--- config.mk ---
export PLATFORM = sky130hd
export DESIGN_NAME = pc_fetch_unit
export DESIGN_NICKNAME = d
export VERILOG_FILES = /design/src/rtl/cpu_pkg.sv /design/src/rtl/next_pc_calc.sv /design/src/rtl/pc_fetch_unit.sv
export SDC_FILE = /design/constraint.sdc
export NUM_CORES = 1
export LEC_CHECK = 0
export ABC_AREA = 1
export BUFFER_PORTS_ARGS = -buffer_cell sky130_fd_sc_hd__buf_4
export CELL_PAD_IN_SITES_DETAIL_PLACEMENT = 1
export CELL_PAD_IN_SITES_GLOBAL_PLACEMENT = 1
export CORE_MARGIN = 8
export CORE_UTILIZATION = 36
export CTS_CLUSTER_SIZE = 40
export DETAILED_ROUTE_END_ITERATION = 8
export GPL_TIMING_DRIVEN = 0
export PLACE_DENSITY = 0.93
export REMOVE_ABC_BUFFERS = 1
export SYNTH_ARGS = -nofsm -noshare
export SYNTH_HDL_FRONTEND = slang
export SYNTH_SLANG_ARGS = --single-unit
--- constraint.sdc ---
create_clock -name clk -period 3.9 [get_ports clk]
set_clock_uncertainty 0.15 [all_clocks]
set_input_delay 0.39 -clock clk [delete_from_list [all_inputs] [get_ports clk]]
set_output_delay 0.39 -clock clk [all_outputs]
set_load 0.05 [all_outputs]
--- src/rtl/cpu_pkg.sv ---
// rtl/cpu_pkg.sv - shared CPU constants and fetch FSM encoding
package cpu_pkg;

  localparam logic [1:0] PCSRC_SEQ = 2'b00;
  localparam logic [1:0] PCSRC_BR  = 2'b01;
  localparam logic [1:0] PCSRC_JMP = 2'b10;

  localparam logic [5:0] OP_HALT = 6'b111111;

  typedef enum logic [2:0] {
    S_IDLE = 3'd0,
    S_REQ  = 3'd1,
    S_WAIT = 3'd2,
    S_EXEC = 3'd3,
    S_HALT = 3'd4
  } fetch_state_t;

endpackage

--- src/rtl/next_pc_calc.sv ---
// rtl/next_pc_calc.sv - combinational next-PC selection for sequential, branch and jump
module next_pc_calc
  import cpu_pkg::*;
(
  input  logic [31:0] pc,
  input  logic [1:0]  pc_src,
  input  logic [31:0] imm_ext,
  input  logic [25:0] jump_addr,
  output logic [31:0] next_pc,
  output logic [31:0] pc_plus4
);

  assign pc_plus4 = pc + 32'd4;

  // Reserved encoding 11 falls through to sequential; all sums wrap modulo 2^32.
  always_comb begin
    next_pc = pc_plus4;
    case (pc_src)
      PCSRC_BR:  next_pc = pc_plus4 + {imm_ext[29:0], 2'b00};
      PCSRC_JMP: next_pc = {pc_plus4[31:28], jump_addr, 2'b00};
      default:   next_pc = pc_plus4;
    endcase
  end

endmodule

--- src/rtl/pc_fetch_unit.sv ---
// rtl/pc_fetch_unit.sv - PC register and instruction fetch sequencer with sticky halt
module pc_fetch_unit
  import cpu_pkg::*;
#(
  parameter logic [31:0] RESET_PC = 32'h0000_0000,
  parameter int          CNT_W    = 32
) (
  input  logic             clk,
  input  logic             rst_n,
  input  logic             pc_wre,
  input  logic [1:0]       pc_src,
  input  logic [31:0]      imm_ext,
  input  logic [25:0]      jump_addr,
  output logic             imem_req_valid,
  input  logic             imem_req_ready,
  output logic [31:0]      imem_addr,
  input  logic             imem_rsp_valid,
  input  logic [31:0]      imem_rsp_data,
  output logic [31:0]      instr,
  output logic             instr_valid,
  output logic [31:0]      pc,
  output logic [31:0]      pc_plus4,
  output logic             halted,
  output logic [CNT_W-1:0] retired
);

  fetch_state_t state, state_nxt;
  logic [31:0]  next_pc;

  next_pc_calc u_next_pc_calc (
    .pc        (pc),
    .pc_src    (pc_src),
    .imm_ext   (imm_ext),
    .jump_addr (jump_addr),
    .next_pc   (next_pc),
    .pc_plus4  (pc_plus4)
  );

  // The fetch address is the PC itself, so it stays stable for as long as REQ is held.
  assign imem_addr = pc;

  // Fetch FSM state register.
  always_ff @(posedge clk or negedge rst_n) begin
    if (!rst_n) state <= S_IDLE;
    else        state <= state_nxt;
  end

  // Next-state and handshake outputs; responses are only looked at in WAIT.
  always_comb begin
    state_nxt      = state;
    imem_req_valid = 1'b0;
    instr_valid    = 1'b0;
    case (state)
      S_IDLE: state_nxt = S_REQ;
      S_REQ: begin
        imem_req_valid = 1'b1;
        if (imem_req_ready) state_nxt = S_WAIT;
      end
      S_WAIT: if (imem_rsp_valid) state_nxt = S_EXEC;
      S_EXEC: begin
        instr_valid = 1'b1;
        state_nxt   = pc_wre ? S_REQ : S_HALT;
      end
      S_HALT:  state_nxt = S_HALT;
      default: state_nxt = S_IDLE;
    endcase
  end

  // Instruction capture, PC advance, retire count and sticky halt.
  always_ff @(posedge clk or negedge rst_n) begin
    if (!rst_n) begin
      pc      <= RESET_PC;
      instr   <= 32'h0;
      halted  <= 1'b0;
      retired <= '0;
    end else begin
      if (state == S_WAIT && imem_rsp_valid) instr <= imem_rsp_data;
      if (state == S_EXEC) begin
        if (pc_wre) begin
          pc      <= next_pc;
          retired <= retired + {{(CNT_W-1){1'b0}}, 1'b1};
        end else begin
          halted  <= 1'b1;
        end
      end
    end
  end

endmodule

; ---- Yosys cells after proc, flatten, opt, wreduce, memory -nomap -nowiden
; Cells that the tools add are included.
[totals]
output_inout_bits = 163
wordCells = 29
reg_bits = 100
[op_classes]
bitwise = 1
addsub = 3
n_mux = 7
reduce_logical = 5
eq_ne = 8
[ops]
columns = op, count
row1 = $pmux W32 S2, 1
row2 = $add A32 B1 Y32 const B, 1
row3 = $add A32 B3 Y32 const B, 1
row4 = $add A32 B32 Y32, 1
row5 = $pmux W3 S5, 1
row6 = $mux W3, 3
row7 = $eq A3 B2 Y1 const B, 2
row8 = $reduce_and A2 Y1, 3
row9 = $ne A2 B2 Y1 const B, 2
row10 = $eq A3 B1 Y1 const B, 1
row11 = $eq A3 B3 Y1 const B, 1
row12 = $logic_not A3 Y1, 1
row13 = $eq A2 B1 Y1 const B, 1
row14 = $eq A2 B2 Y1 const B, 1
row15 = $mux W1, 2
row16 = $logic_and A1 B1 Y1, 1
row17 = $not A1 Y1, 1

; ---- Depth between registers and ports, before layout
; Gate-level depths: netlist (run 1).
[depth]
word_depth = 3
mapped_depth = 23
mapped_depth_nobuf = 23

; ---- Hierarchy
; A second synthesis (run 1) with hierarchy kept.
[hier_totals]
cells_unflattened = 1256
hier_area_um2 = 8349.3
[modules_own_cells]
columns = module, seq_area_each_um2, cells_per_inst, area_each_um2, instances
row1 = pc_fetch_unit, 2502.4, 498, 4600.7, 1
row2 = next_pc_calc, 0.0, 758, 3748.6, 1

; ---- Least setup slack after synthesis (run 1)
; No wires, ideal clock.
[synth_path]
kind = flip-flop to flip-flop
from = reg pc[2] (netlist: imem_addr[2])
to = reg pc[30] (netlist: imem_addr[30])
path_slack_ns = -0.108
arrival_ns = 3.781
n_path_buf = 0
period_less_slack_ns = 4.008
stages_incl_launch_ff = 16
cell_sequence = dfrtp_1 > inv_1 > nor2_1 > nand2_1 > nor2_1 > xor2_1 > ha_1 > a21oi_1 > nand2_1 > a21oi_1 > nor2_1 > nor2_1 > nand2_1 > nand2_1 > nand3_1 > a21boi_1
[synth_via]
elab_chain_cells = 3
[synth_rtl]
columns = item, line
row1 = "start, declared", pc_fetch_unit.sv:21  ; output logic [31:0] pc,
row2 = "start signal, assigned", pc_fetch_unit.sv:80  ; pc <= next_pc;
row3 = $add A32 B3 Y32, next_pc_calc.sv:13  ; assign pc_plus4 = pc + 32'd4;
row4 = named net pc_plus4[2], pc_fetch_unit.sv:22  ; output logic [31:0] pc_plus4,
row5 = $add A32 B32 Y32, next_pc_calc.sv:19  ; PCSRC_BR: next_pc = pc_plus4 + {imm_ext[29:0], 2'b00};
row6 = $pmux W32 S2, next_pc_calc.sv:18  ; case (pc_src)
; The timed path passes the listed nets, and every way through them passes these cells.
; A chain may end at the register's enable or synchronous reset.

; ---- Worst setup path after layout (run 1)
[layout_path]
from = reg pc[2] (netlist: imem_addr[2])
to = reg pc[21] (netlist: imem_addr[21])
[layout_via]
elab_chain_cells = 3
[layout_rtl]
columns = item, line
row1 = $add A32 B3 Y32 (*), next_pc_calc.sv:13
row2 = $add A32 B32 Y32, next_pc_calc.sv:19
row3 = $pmux W32 S2 (*), next_pc_calc.sv:18
; Every way passes the cells marked *; elsewhere a longest branch is shown, timed or not.

==> flow_results.org, run 1 <==
** Status
- The run finished with clean final reports.

** Worst setup path
- Critical path arrival :: 3.74 ns
- The worst register-to-register path ends at imem_addr[21]$_DFFE_PN0P_.
- Worst path depth :: 21
- The worst register-to-register path has a depth of 21.
- Critical Path End Type :: register
- Highest fanout seen on the critical path :: 7
- Cell type of the slowest stage on the worst timing path :: dfrtp_2
- Cell type group with the largest total delay on the critical path :: simple AND/OR/NAND/NOR gates
- CP most frequent cell :: nand2_1
- The critical path starts at imem_addr[2]$_DFFE_PN0P_.
- Critical R2R Launch :: imem_addr[2]$_DFFE_PN0P_
- R2r setup slk :: 0.25 ns
- Worst Setup Start Kind :: register
- Crit-path max cell delay :: about 0.46 ns
- The signal on the critical path passes through ha_2 > nand2_1 > nor2_2 > nand2_1 > nor2_2 > xor2_1 > inv_1 > ha_1 > nand2_1 > nor2_1 > nand3_1 > nand2_1 > nand2_1 > nand2_1 > nand2_1 > nand2_1 > nand2_1 > nand3_1 > nand2_1 > nand2_1 > nand2_1.
- Data required time of the worst path :: about 4.0 ns
- Endpoint of the worst setup timing path :: imem_addr[21]$_DFFE_PN0P_
- The critical path is of the reg2reg type.
- Counting both buffers and inverters, the worst setup path holds a total of 1.

** Final layout
- Leaving out fill and tap cells, the most frequent cell in the layout is nand2_1.
- Layout cells sized above 1 :: 25.0%
- Util after Layout :: 47.0%
- Commonest cells after routing, fill and taps aside :: 369 x nand2_1, 250 x buf_4, 153 x inv_1, 95 x dfrtp_1, 85 x nor2_1
- The repair_antennas step left the layout with diodes totalling 0.
- Relative area change from synthesis to final layout :: 28.9%
- At the end of the flow, the number of nets in the layout was 1,499.
- The filler cells instantiated in the layout total 2,794.

** Pwr
- Internal power comes to 0.00368 W.
- Combinational power share :: about 70%
- Highest ir drop seen on vdd :: around 0.52 mV
- Clock network power share :: between 10% and 20%
- For this design the ratio of total power to cell area is 896 nW/um^2.
- Net switching is 59.7% of the power.
- Total power of the final layout :: between 0.009 and 0.01 W
- Summed over all nets, the switching power comes to approximately 0.0055 W.
- Sequential cells account for roughly a fifth of the total power.
- The analysis attributes to cell leakage a power of 5.50 nW.

** Detailed routing
- Routed wirelength normalized by instance count :: around 19 microns
- The first detailed-routing pass took 7 iterations.
- Detailed-route via count :: 8,482
- Initial detailed-routing violation count :: between 300 and 400
- After detailed routing, the number of vias per cell comes to 5.14.
- Summed over all layers, the routed wires come to 30,800 microns.
- In the routed design, unresolved DRC markers number 0.
- Antenna violation net count after detailed routing :: 0

** STA
- Setup violations remaining at the end of the flow were counted as 0.
- Of the available clock period, the critical path in the final layout requires 93.5%.
- The max-slew violation count is 0.
- The clock period could shrink to between 3 and 4 ns.
- In this run the tightest slew margin relative to its limit is 9.49%.
- Derived from the worst setup path, the maximum achievable clock frequency is 274 MHz.
- For the pin with the worst max-slew slack, the measured transition is between 1 and 1.5 ns.
- Setup repair after global routing could not meet its margin everywhere.
- The hold violation total from the final report came to 0.

** Global route
- Maximum number of pins on one net before global-route repair :: 99
- For this run, the total global-route usage over all layers was measured as 22.4%.
- Met1 usage in global routing :: about a quarter
- For this run, global-route usage on met3 was measured as 5.29%.
- The first global-routing pass estimated 48,000 microns of wire.
- Gr ovfl total :: 0
- GRT busiest layer :: met2
- The number of global-route vias before repair came to slightly above 9,000.
- Met2 capacity usage during global routing :: 39.4%
- The initial antenna violation count was 1.

** Clock network
- Buffers inserted during clock tree synthesis total 9.
- Clock root cell :: clkbuf_16
- For this design, the sink count on the clock tree is 98.
- Deepest clock path buffer count :: 2
- Clock-pin slew was measured on the worst setup and hold paths at 0.08 ns.
- TritonCTS built the clock tree.
- H-tree levels :: 3
- Post-CTS setup buffers :: 0
- Clock latency of the later-clocked register in the worst-skew pair :: between 0.3 and 0.4 ns

** Logic synthesis
- A synthesized cell averages 6.87 sq um.
- Synthesis instantiated 42 different standard cells from the library.
- Yosys warnings :: 0
- Post-synth EDFFs :: 0
- Sequential area share after synthesis :: 31.0%
- Post-Syn Area :: 7910 sq um
- Syn Inst Count :: 1,152
- Number of register bits inferred by synthesis :: 98
- Counting flops with an async set or reset pin after synthesis yields a share of 100%.
- Top area cells in the synthesized netlist :: dfrtp_1 31%, nand2_1 18%, inv_1 7.3%
- Top cell type's share of synthesized area :: 31.0%
- Cell taking the most area after synthesis :: dfrtp_1
- For this run, the leading register cell type out of synthesis is dfrtp_1.

** Place
- Global placer's final weighted congestion :: 0.945
- Input and output buffers added on the ports amount to around 250.
- The wire-length estimate of the detail-placed layout is 25,400 microns.

** Floorplanning
- Die span in x :: 164 microns
- Starting utilization of the core area :: between 30 and 40%
- Area of the die :: 27,000 sq um
- The initialized floorplan defines 54 standard-cell rows.
- Core ar. :: around 22,000 sq um
- Chip height :: 164 microns
- Number of top-level pins :: 260

** Flow run
- Max-cap violation count :: 0

** Min path
- Hold WC Path Type :: in2reg
==> how the worst min path moves through the flow <==
stage                                 start                       to  slack [ns]  depth (start not counted)
finish                    imem_rsp_data[25]    instr[25]$_DFFE_PN0P_        0.12                          2
global route               imem_rsp_data[0]     instr[0]$_DFFE_PN0P_        0.11                          2
CTS                        imem_rsp_data[2]     instr[2]$_DFFE_PN0P_        0.10                          2
detailed placement  retired[31]$_DFFE_PN0P_  retired[31]$_DFFE_PN0P_        0.32                          1
global placement         halted$_DFFE_PN0P_       halted$_DFFE_PN0P_        0.30                          2
floorplan                             rst_n       halted$_DFFE_PN0P_       -0.06                          0
==> worst register-to-register path: stages (launching register included) <==
cell,delay (ns)
dfrtp_2,0.46
ha_2,0.28
nand2_1,0.10
nor2_2,0.14
nand2_1,0.13
nor2_2,0.21
xor2_1,0.19
inv_1,0.12
ha_1,0.38
nand2_1,0.15
nor2_1,0.13
nand3_1,0.08
nand2_1,0.18
nand2_1,0.10
nand2_1,0.17
nand2_1,0.11
nand2_1,0.07
nand2_1,0.05
nand3_1,0.07
nand2_1,0.12
nand2_1,0.10
nand2_1,0.05
==> sequential cells by signal, summed over array words and instances (netlist names) <==
name and count:
instr 32, retired 32, imem_addr 30, state 3
halted 1
==> logic make-up after synthesis <==
logic type,synth area share [%]
AND/OR/NAND/NOR,32.9
buffers and inverters,12.0
AO/OA/AOI/OAI,8.05
flip-flops,31.0
XOR/XNOR,5.53
adder cells (fa/ha/maj),5.95
multiplexers,4.55
other,0.0474
==> cells in the mapped netlist, types with 4 or more instances <==
master    number
o21bai_1       5
nand3_1       67
nor2_2         6
xor2_1        37
mux2_2        32
nor3_2         4
nand2_2        4
o21ai_1        7
nand2_1      369
nand3b_1       5
dfrtp_1       98
nor3_1        19
ha_1          36
o211ai_1       7
nand4_1       18
o21ai_0       26
nor2_1        90
nor2_4         4
clkbuf_1      14
inv_1        153
or2_2          6
buf_1          4
buf_4         36
xnor2_1       13
a21oi_1       67
==> cell type report <==
| cell class | count | area (sq um) | area share [%] |
|---|---|---|---|
| multi-input cells | 845 | 4560 | 44.7 |
| well taps | 280 | 350 | 3.43 |
| clock buffers | 9 | 225 | 2.21 |
| repair buffers | 254 | 1940 | 19.0 |
| clock inverters | 7 | 81.3 | 0.797 |
| inverters | 157 | 589 | 5.78 |
| flip-flops and latches | 98 | 2460 | 24.1 |
==> metal layers <==
layer / up-vias / wire length (microns)
li1: 4037 / -
met1: 4102 / 12000
met2: 264 / 15300
met3: 77 / 2240
met4: 2 / 1180
met5: - / 13
==> power groups by stage <==
| stage | clock network (W) | logic (W) | registers, W |
|---|---|---|---|
| detailed placement | 0 | 0.00635 | 0.00184 |
| CTS | 0.000938 | 0.00637 | 0.00183 |
| finish | 0.000916 | 0.00638 | 0.00184 |
| floorplan | 0 | 0.00270 | 0.00338 |
| global route | 0.000977 | 0.00679 | 0.00189 |
| global placement | 0 | 0.00617 | 0.00180 |
==> per-stage QoR <==
step	area [sq um]	TNS [ns]	std cells	setup slack, ns	hold WS, ns
global placement	9810	0	1631	0.156	0.302
floorplan	7570	-7.16	1100	-0.530	-0.0556
detailed placement	9820	0	1632	0.0738	0.319
global route	10200	-0.0665	1650	-0.0426	0.106
finish	10200	0	1650	0.252	0.116
CTS	10100	0	1648	0.0433	0.103
==> what timing repair did <==
action	4_1_cts	5_1_grt
endpoints found under the setup margin	0	20
endpoints found under the hold margin	0	15
hold buffers	0	1
resized for setup	0	11
No activity file was read; power rests on OpenSTA's default activity.
==> inputs of run 2 (changes only) <==
==> constraint.sdc (replaced) <==
create_clock -name clk -period 4 [get_ports clk]
set_clock_uncertainty 0.15 [all_clocks]
set_input_delay 0.4 -clock clk [delete_from_list [all_inputs] [get_ports clk]]
set_output_delay 0.4 -clock clk [all_outputs]
set_load 0.05 [all_outputs]
==> run 2 against run 1 <==
Die area did not move. Sequential cell count did not move. Total power fell by 2.6%. Hold slack improved by 0.011 ns. Final cell count did not move. Via count barely moved. Largest power group unchanged.
==> flow_results.org, run 2 (synthesis gave the netlist of run 1 again) <==
** Worst setup path
- The critical path starts at imem_addr[2]$_DFFE_PN0P_.
- The data required time of the worst path came to 4.09 ns (+0.10 ns).
- STA classifies the critical path startpoint as a register.
- The critical path in this run is classified as reg2reg.
- Critical path arrival :: 3.83 ns (+0.09 ns)
- Broken down by cell family, the worst path's largest delay share belongs to simple AND/OR/NAND/NOR gates.
- Buffers and inverters on the worst path :: 1 (unchanged)
- The worst-path maximum fanout was 7 (unchanged).
- Crit-path max cell delay :: 0.45 ns (about the same)
- Depth of the worst register-to-register path :: 21 (unchanged)
- In this run the critical register-to-register path is launched from imem_addr[2]$_DFFE_PN0P_.
- For this design, the slowest cell found on the critical path is dfrtp_2.
- Critical Path End Type :: register
- In this run the critical register-to-register path is captured at imem_addr[21]$_DFFE_PN0P_.
- Counting stages on the worst path, the most repeated cell is nand2_1.
- Ordered cell list for the critical path :: ha_2 > nand2_1 > nor2_2 > nand2_1 > nor2_1 > xor2_1 > inv_1 > ha_1 > nand2_1 > nor2_1 > nand3_1 > nand2_1 > nand2_1 > nand2_1 > nand2_1 > nand2_1 > nand2_1 > nand3_1 > nand2_1 > nand2_1 > nand2_1
- The depth of the critical timing path with buffers and inverters included was 21 (unchanged).
- R2r setup slk :: 0.26 ns (about the same)
- The critical path ends at imem_addr[21]$_DFFE_PN0P_.

** Detailed routing
- Detailed-route via count :: 8,484 (+0.024%)
- Antenna violation net count after detailed routing :: 0 (unchanged)
- The initial DRC count came to 343 (-8.8%).
- TritonRoute pass-1 iters :: 4 (-3)
- The total length of routed wires was 30,700 microns (-0.14%).
- The detailed-route wire length per cell came to 18.6 microns (-0.14%).
- Via/cell ratio :: 5.14 (about the same)
- Remaining routing DRC violations :: 0 (unchanged)

** Final layout
- Antenna fix cells :: 0 (unchanged)
- The final cell count without fillers came to 1,650 (unchanged).
- Most common cell after layout, fill and taps aside :: nand2_1
- The combined flip-flop and latch cell area is 2450 sq um (-0.10%).
- FILL cells :: 2,794 (unchanged)
- Commonest cells after routing, fill and taps aside :: 369 x nand2_1, 250 x buf_4, 153 x inv_1, 97 x dfrtp_1, 89 x nor2_1
- Relative area change from synthesis to final layout :: 28.7%
- The share of post-route cells with drive strength above 1 was 24.6% (-0.44 points).
- The final design area excluding fillers came to 10,200 sq um (-0.18%).
- The multi-input gate area in the final layout is 4540 sq um (-0.36%).
- The number of nets in the layout came to 1,499 (unchanged).

** Clock network
- Total CTS buffers :: 9 (unchanged)
- Clock edge transition at the registers on the reported setup and hold paths :: 0.08 ns (about the same)
- Clock latency of the later-clocked register in the worst-skew pair :: 0.34 ns (about the same)
- Clock root cell :: clkbuf_16
- The deepest level of the CTS H-tree is 3 (unchanged).
- Deepest clock path buffer count :: 2 (unchanged)
- TritonCTS clock tree :: yes
- The buffers inserted during post-CTS setup optimization was 0 (unchanged).
- The clock sink count is 98 (unchanged).

** Pwr
- The leakage power of the design was 5.50 nW (-0.12%).
- Power per standard cell area :: 874 nW/um^2 (-2.4%)
- Highest ir drop seen on vdd :: 0.504 mV (-2.6%)

** STA
- The smallest hold slack came to 0.126 ns (+0.0107 ns).
- The minimum period implied by the final worst setup slack came to 3.74 ns (+0.0899 ns).
- Worst slew pin tran :: 1.36 ns (-0.000470 ns)
- The post-route clock period utilization is 93.5% (about the same).
- Slew Viols, Final :: 0 (unchanged)
- Final Hold Viols :: 0 (unchanged)
- The tightest slew margin relative to the limit is 9.52% (+0.031 points).
- Setup violations, final :: 0 (unchanged)
- The fmax came to 268 MHz (-2.4%).

** Floorplanning
- The number of top-level pins was 260 (unchanged).
- Die span in x :: 164 microns (unchanged)
- Starting utilization of the core area :: 36.5% (unchanged)
- The area enclosed by the die boundary came to 27,000 sq um (unchanged).
- The floorplan row count came to 54 (unchanged).
- Chip height :: 164 microns (unchanged)
- Core ar. :: 21,700 sq um (unchanged)

** Min path
- In this run the worst hold path is classified as in2reg.

** Global route
- The met1 track demand over resource was 25.6% (unchanged).
- Vias in the first global route :: 9,202 (unchanged)
- The first-pass GRT wire length is 48,000 microns (unchanged).
- Gr ovfl total :: 0 (unchanged)
- GRT busiest layer :: met2
- Number of antenna violations at the first check in global routing :: 1 (unchanged)
- Met2 capacity usage during global routing :: 39.4% (unchanged)
- Maximum number of pins on one net before global-route repair :: 99 (unchanged)
- Combined global-route utilization of all metal layers :: 22.4% (unchanged)
- Met3 layer usage reported by global route :: 5.29% (unchanged)

** Place
- Dpl cell area :: 9820 sq um (unchanged)
- The number of cells in the design after placement was 1,632 (unchanged).
- The HPWL after detailed placement is 25,400 microns (unchanged).
- Number of port buffers :: 251 (unchanged)
- Global placer's final weighted congestion :: 0.945 (unchanged)

** Status
- The flow ran to the end, and the final reports show no timing, DRC or antenna violations.

** Flow run
- Max-cap violation count :: 0 (unchanged)
## run 2: worst min-delay path by stage
stage                            start                 endpoint  slack (ns)  depth (start not counted)
2_1_floorplan                    rst_n       halted$_DFFE_PN0P_       -0.05                          0
3_3_place_gp        halted$_DFFE_PN0P_       halted$_DFFE_PN0P_        0.30                          2
5_1_grt               imem_rsp_data[0]     instr[0]$_DFFE_PN0P_        0.12                          2
3_5_place_dp   retired[31]$_DFFE_PN0P_  retired[31]$_DFFE_PN0P_        0.32                          1
6_report             imem_rsp_data[25]    instr[25]$_DFFE_PN0P_        0.13                          2
4_1_cts               imem_rsp_data[2]     instr[2]$_DFFE_PN0P_        0.11                          2
## run 2: layer usage
layer | wire length [microns] | vias to the layer above
li1 | - | 4036
met4 | 1130 | 2
met1 | 12000 | 4110
met3 | 2210 | 73
met2 | 15300 | 263
met5 | 13 | -
## run 2: layout make-up
| type | instances | share of cell area (%) |
|---|---|---|
| repair buffers | 254 | 19.1 |
| inverters | 157 | 5.79 |
| multi-input cells | 845 | 44.6 |
| clock buffers | 9 | 2.21 |
| clock inverters | 7 | 0.799 |
| well taps | 280 | 3.44 |
| flip-flops and latches | 98 | 24.1 |
## run 2: what timing repair did
item / 4_1_cts / 5_1_grt
endpoints found under the setup margin: 0 / 12
endpoints found under the hold margin: 0 / 8
gates resized for setup: 0 / 4
hold buffers: 0 / 1
## run 2: metrics by stage
stage	setup TNS, ns	worst slack [ns]	total power [W]	utilization (%)
global placement	0	0.249	0.00778	45.2
global route	-0.0203	-0.0113	0.00941	46.9
CTS	0	0.143	0.00891	46.7
detailed placement	0	0.164	0.00799	45.3
floorplan	-5.28	-0.430	0.00592	-
finish	0	0.262	0.00890	46.9
## run 2: where the power goes
part | internal (W) | switching, W
sequential | 0.00134 | 0.000455
clock | 0.000449 | 0.000444
combinational | 0.00180 | 0.00442
==> inputs of run 3 (changes only) <==
--- a/config.mk
+++ b/config.mk
@@ -5,12 +5,11 @@
 export SDC_FILE = /design/constraint.sdc
 export NUM_CORES = 1
 export LEC_CHECK = 0
-export ABC_AREA = 1
 export BUFFER_PORTS_ARGS = -buffer_cell sky130_fd_sc_hd__buf_4
 export CELL_PAD_IN_SITES_DETAIL_PLACEMENT = 1
 export CELL_PAD_IN_SITES_GLOBAL_PLACEMENT = 1
 export CORE_MARGIN = 8
-export CORE_UTILIZATION = 36
+export CORE_UTILIZATION = 37
 export CTS_CLUSTER_SIZE = 40
 export DETAILED_ROUTE_END_ITERATION = 8
 export GPL_TIMING_DRIVEN = 0
==> run 3 against run 2 <==
Clock-buffer cell count rose by 2. Via count fell by 17%. Synthesized cell count fell by 31%. Clock power rose by 2%. Synthesized area fell by 10%. Die area fell by 12%. Non-clock buffer count rose by 14. First-iteration DRC count fell by 19%. Total power fell by 12%. Sequential share of layout area rose by 1.7 points. Final cell count fell by 24%. Routed wire length fell by 11%. Critical endpoint is now imem_addr[26]$_DFFE_PN0P_.
==> flow_results.org, run 3 <==
** Status
- Run status :: finished clean

** Final layout
- Nets@finish :: 1,147 (-23%)
- Layout cells sized above 1 :: 36.0% (+11 points)
- The antenna diode count is 0 (unchanged).
- Fin cells :: 1,252 (-24%)
- Relative area change from synthesis to final layout :: 34.8%
- Util after Layout :: 50.9% (+4.0 points)
- FILL cells :: 2,206 (-21%)
- Most common cell after layout, fill and taps aside :: buf_4
- Commonest cells after routing, fill and taps aside :: 264 x buf_4, 88 x dfrtp_1, 76 x nand2_1, 60 x a21oi_1, 51 x nor2_1

** Pwr
- Power per standard cell area :: 822 nW/um^2 (-6.0%)
- The peak supply drop was 0.387 mV (-23%).
- Total power of the final layout :: 0.00785 W (-12%)
- The part of the total power dissipated in sequential elements came to 22.1% (+2.0 points).
- Combinational power share :: 66.3% (-3.5 points)
- The power dissipated by switching net loads came to 0.00434 W (-18%).
- Clock network power share :: 11.6% (+1.6 points)
- The leakage power of the design was 4.53 nW (-18%).
- Internal Pwr Total :: 0.00351 W (-2.2%)
- Net Sw Frac :: 55.3% (-4.4 points)

** STA
- The minimum period implied by the final worst setup slack was 3.91 ns (+0.169 ns).
- The slew at the pin closest to its max-slew limit is 1.35 ns (-0.00580 ns).
- The post-route clock period utilization was 97.7% (+4.2 points).
- Final Hold Viols :: 0 (unchanged)
- Slew margin rel. :: 9.91% (+0.39 points)
- RSZ-0062 raised after global routing :: yes
- The max-slew violation count is 0 (unchanged).
- Max Freq :: 256 MHz (-4.3%)
- The final count of negative-setup-slack endpoints was 0 (unchanged).

** Detailed routing
- Detailed-route via count :: 7,069 (-17%)
- The remaining antenna violation count after routing is 0 (unchanged).
- The number of detailed-routing iterations run before antenna repair came to 5 (+1).
- The detailed-route wire length per cell is 21.9 microns (+18%).
- The total length of routed wires is 27,400 microns (-11%).
- The via count normalized by instance count was 5.65 (+9.8%).
- The initial DRC count was 277 (-19%).
- Remaining routing DRC violations :: 0 (unchanged)

** Floorplanning
- Number of top-level pins :: 260 (unchanged)
- Core ar. :: 18,800 sq um (-13%)
- The width of the die was 154 microns (-6.0%).
- Area of the die :: 23,800 sq um (-12%)
- The vertical die dimension is 154 microns (-6.0%).
- The starting density of the core is 37.7% (+1.3 points).
- The floorplan row count was 50 (-7.4%).

** Global route
- Global-route wire length before repair :: 42,100 microns (-12%)
- Number of antenna violations at the first check in global routing :: 0 (-1)
- Vias in the first global route :: 7,478 (-19%)
- The global router's overall resource usage came to 22.1% (-0.26 points).
- Gr ovfl total :: 0 (unchanged)
- The largest net degree at the start of global routing was 99 (unchanged).

** Logic synthesis
- Post-synth EDFFs :: 0 (unchanged)
- By area the synthesized netlist is led by dfrtp_1 35%, ha_1 6.4%, xnor2_1 6.2%.
- Most used flip-flop cell after synthesis :: dfrtp_1
- Post-Syn Area :: 7080 sq um (-10%)
- The post-synthesis register bit count was 98 (unchanged).
- Most frequent cells after synthesis :: 98 x dfrtp_1, 77 x nand2_1, 62 x a21oi_1
- The count of distinct cell types in the synthesized netlist was 63 (+50%).
- The average footprint of a synthesized cell is 8.89 sq um (+29%).
- The fraction of synthesized cell area taken by the top area cell type is 34.6% (+3.6 points).
- The number of warnings printed during yosys synthesis was 0 (unchanged).
- Syn Inst Count :: 797 (-31%)
- dfrtp_1 is the most common cell in the netlist.
- Sequential area share after synthesis :: 34.6% (+3.6 points)
- The share of async-settable or async-resettable flops after synthesis was 100% (unchanged).
- The biggest area contributor in the post-synthesis netlist is dfrtp_1.

** Worst setup path
- The critical path goes through nand2_1 > or4_4 > nor2_1 > xor2_1 > ha_1 > a21o_1 > a21oi_1 > o21ai_0 > a21oi_2 > a41oi_1 > xnor2_1 > o31ai_1.
- Data required time of the worst path :: 4.10 ns (about the same)
- R2r setup slk :: 0.09 ns (-0.17 ns)
- Critical path arrival :: 4.01 ns (+0.18 ns)
- Worst Setup Path Type :: reg2reg
- Buffers and inverters on the worst path :: 0 (-1)
- Critical R2R Launch :: imem_addr[5]$_DFFE_PN0P_
- Crit-path max cell delay :: 0.63 ns (+0.18 ns)
- Cell type of the slowest stage on the worst timing path :: or4_4
- The worst register-to-register path ends at imem_addr[26]$_DFFE_PN0P_.
- The worst setup path is launched from a register.
- On the critical path the largest part of the delay comes from compound AO/OA/AOI/OAI gates.
- STA classifies the critical path endpoint as a register.
- The number of cell instances on the worst register-to-register path is 12 (-43%).
- Highest fanout seen on the critical path :: 8 (+1)

** Place
- The final weighted congestion of routability-driven global placement was 0.859 (-9.1%).
- Number of port buffers :: 251 (unchanged)
- HPWL after detailed placement :: 21,500 microns (-15%)
- Number of placed cells counting well taps :: 1,222 (-25%)

** Clock network
- TritonCTS clock tree :: yes
- The tree is rooted in a clkbuf_16.
- Deepest clock path buffer count :: 2 (unchanged)
- Hold buffer count at CTS :: 0 (unchanged)
- The clock sink count is 98 (unchanged).
- The clock-pin slew on the worst setup and hold paths was 0.08 ns (about the same).
- Clock latency of the later-clocked register in the worst-skew pair :: 0.34 ns (about the same)
- The deepest level of the CTS H-tree was 3 (unchanged).
- Total CTS buffers :: 9 (unchanged)

** Flow run
- Max-cap violation count :: 0 (unchanged)

** Min path
- In this run the worst hold path is classified as in2async.
## run 3: cell types whose count changed after synthesis, moves of 7 or more
cell and delta:
clkbuf_1 +17, o21ai_0 +18, a21o_1 +13, a221oi_1 +10, and3_1 +14, xnor2_1 +37, inv_1 -135, nand2_1 -292
nor2_1 -38, nor2b_1 +15, nand3_1 -30, a211oi_1 +7
## run 3: final cells by class
type                            count  area [sq um]  share of cell area [%]
Sequential cell                    98          2460                    25.8
Timing Repair Buffer              268          2040                    21.3
Clock inverter                      5          67.6                   0.707
Clock buffer                       11           233                    2.44
Multi-Input combinational cell    617          4380                    45.9
Inverter                           19          75.1                   0.786
Tap cell                          234           293                    3.06
## run 3: timing repair
| action | CTS | global route |
|---|---|---|
| pin swaps | 1 | 7 |
| gates resized for setup | 20 | 28 |
| buffers inserted | 4 | 10 |
| endpoints found under the setup margin | 21 | 16 |
## run 3: logic make-up after synthesis
group,after synthesis,share of synthesized area (%)
and+or+nand+nor,254,17.7
AOI/OAI and AO/OA,198,17.9
DFF,98,34.6
buffers and inverters,87,6.52
xor gates and xnor gates,84,10.7
muxes,38,5.93
adders and majority gates,37,6.64
other,1,0.0529
## run 3: worst reg2reg max path, stage by stage (launching register included)
cell and delay (ns):
dfrtp_2 0.47, nand2_1 0.16, or4_4 0.64, nor2_1 0.24
xor2_1 0.27, ha_1 0.37, a21o_1 0.22, a21oi_1 0.21
o21ai_0 0.15, a21oi_2 0.23, a41oi_1 0.26, xnor2_1 0.20
o31ai_1 0.26
## run 3: worst max-delay path by stage
stage | start | endpoint | slack (ns) | cells past startpoint
2_1_floorplan | imem_addr[2]$_DFFE_PN0P_ | imem_addr[31]$_DFFE_PN0P_ | -1.09 | 15
3_3_place_gp | state[0]$_DFFE_PN0P_ | instr[27]$_DFFE_PN0P_ | -0.73 | 3
3_5_place_dp | imem_addr[2]$_DFFE_PN0P_ | imem_addr[31]$_DFFE_PN0P_ | -0.81 | 15
4_1_cts | imem_addr[12]$_DFFE_PN0P_ | imem_addr[31]$_DFFE_PN0P_ | 0.006 | 14
5_1_grt | imem_addr[5]$_DFFE_PN0P_ | imem_addr[30]$_DFFE_PN0P_ | -0.12 | 14
6_report | imem_addr[5]$_DFFE_PN0P_ | imem_addr[26]$_DFFE_PN0P_ | 0.09 | 12
## run 3: per-stage QoR
step	setup slack [ns]	setup TNS [ns]	hold slack [ns]	area (sq um)
2_1_floorplan	-1.09	-17.38	-0.0456	6710
3_3_place_gp	-0.726	-28.21	0.312	8890
3_5_place_dp	-0.812	-7.66	0.323	8940
4_1_cts	0.00562	0	0.0856	9340
5_1_grt	-0.122	-0.326	0.0908	9550
6_report	0.0928	0	0.00733	9550
## run 3: layer usage
metal	wire length, microns	GRT usage (%)
met5	0	0
met4	599	7.65
met3	1610	4.88
met2	13900	39.6
met1	11300	25.6
## run 3: power by group through the flow
stage	logic, W	registers [W]	clock network (W)
after floorplan	0.00207	0.00307	0
after global placement	0.00493	0.00170	0
after detailed placement	0.00505	0.00175	0
after CTS	0.00513	0.00172	0.000933
after global routing	0.00548	0.00179	0.000967
final	0.00520	0.00174	0.000911
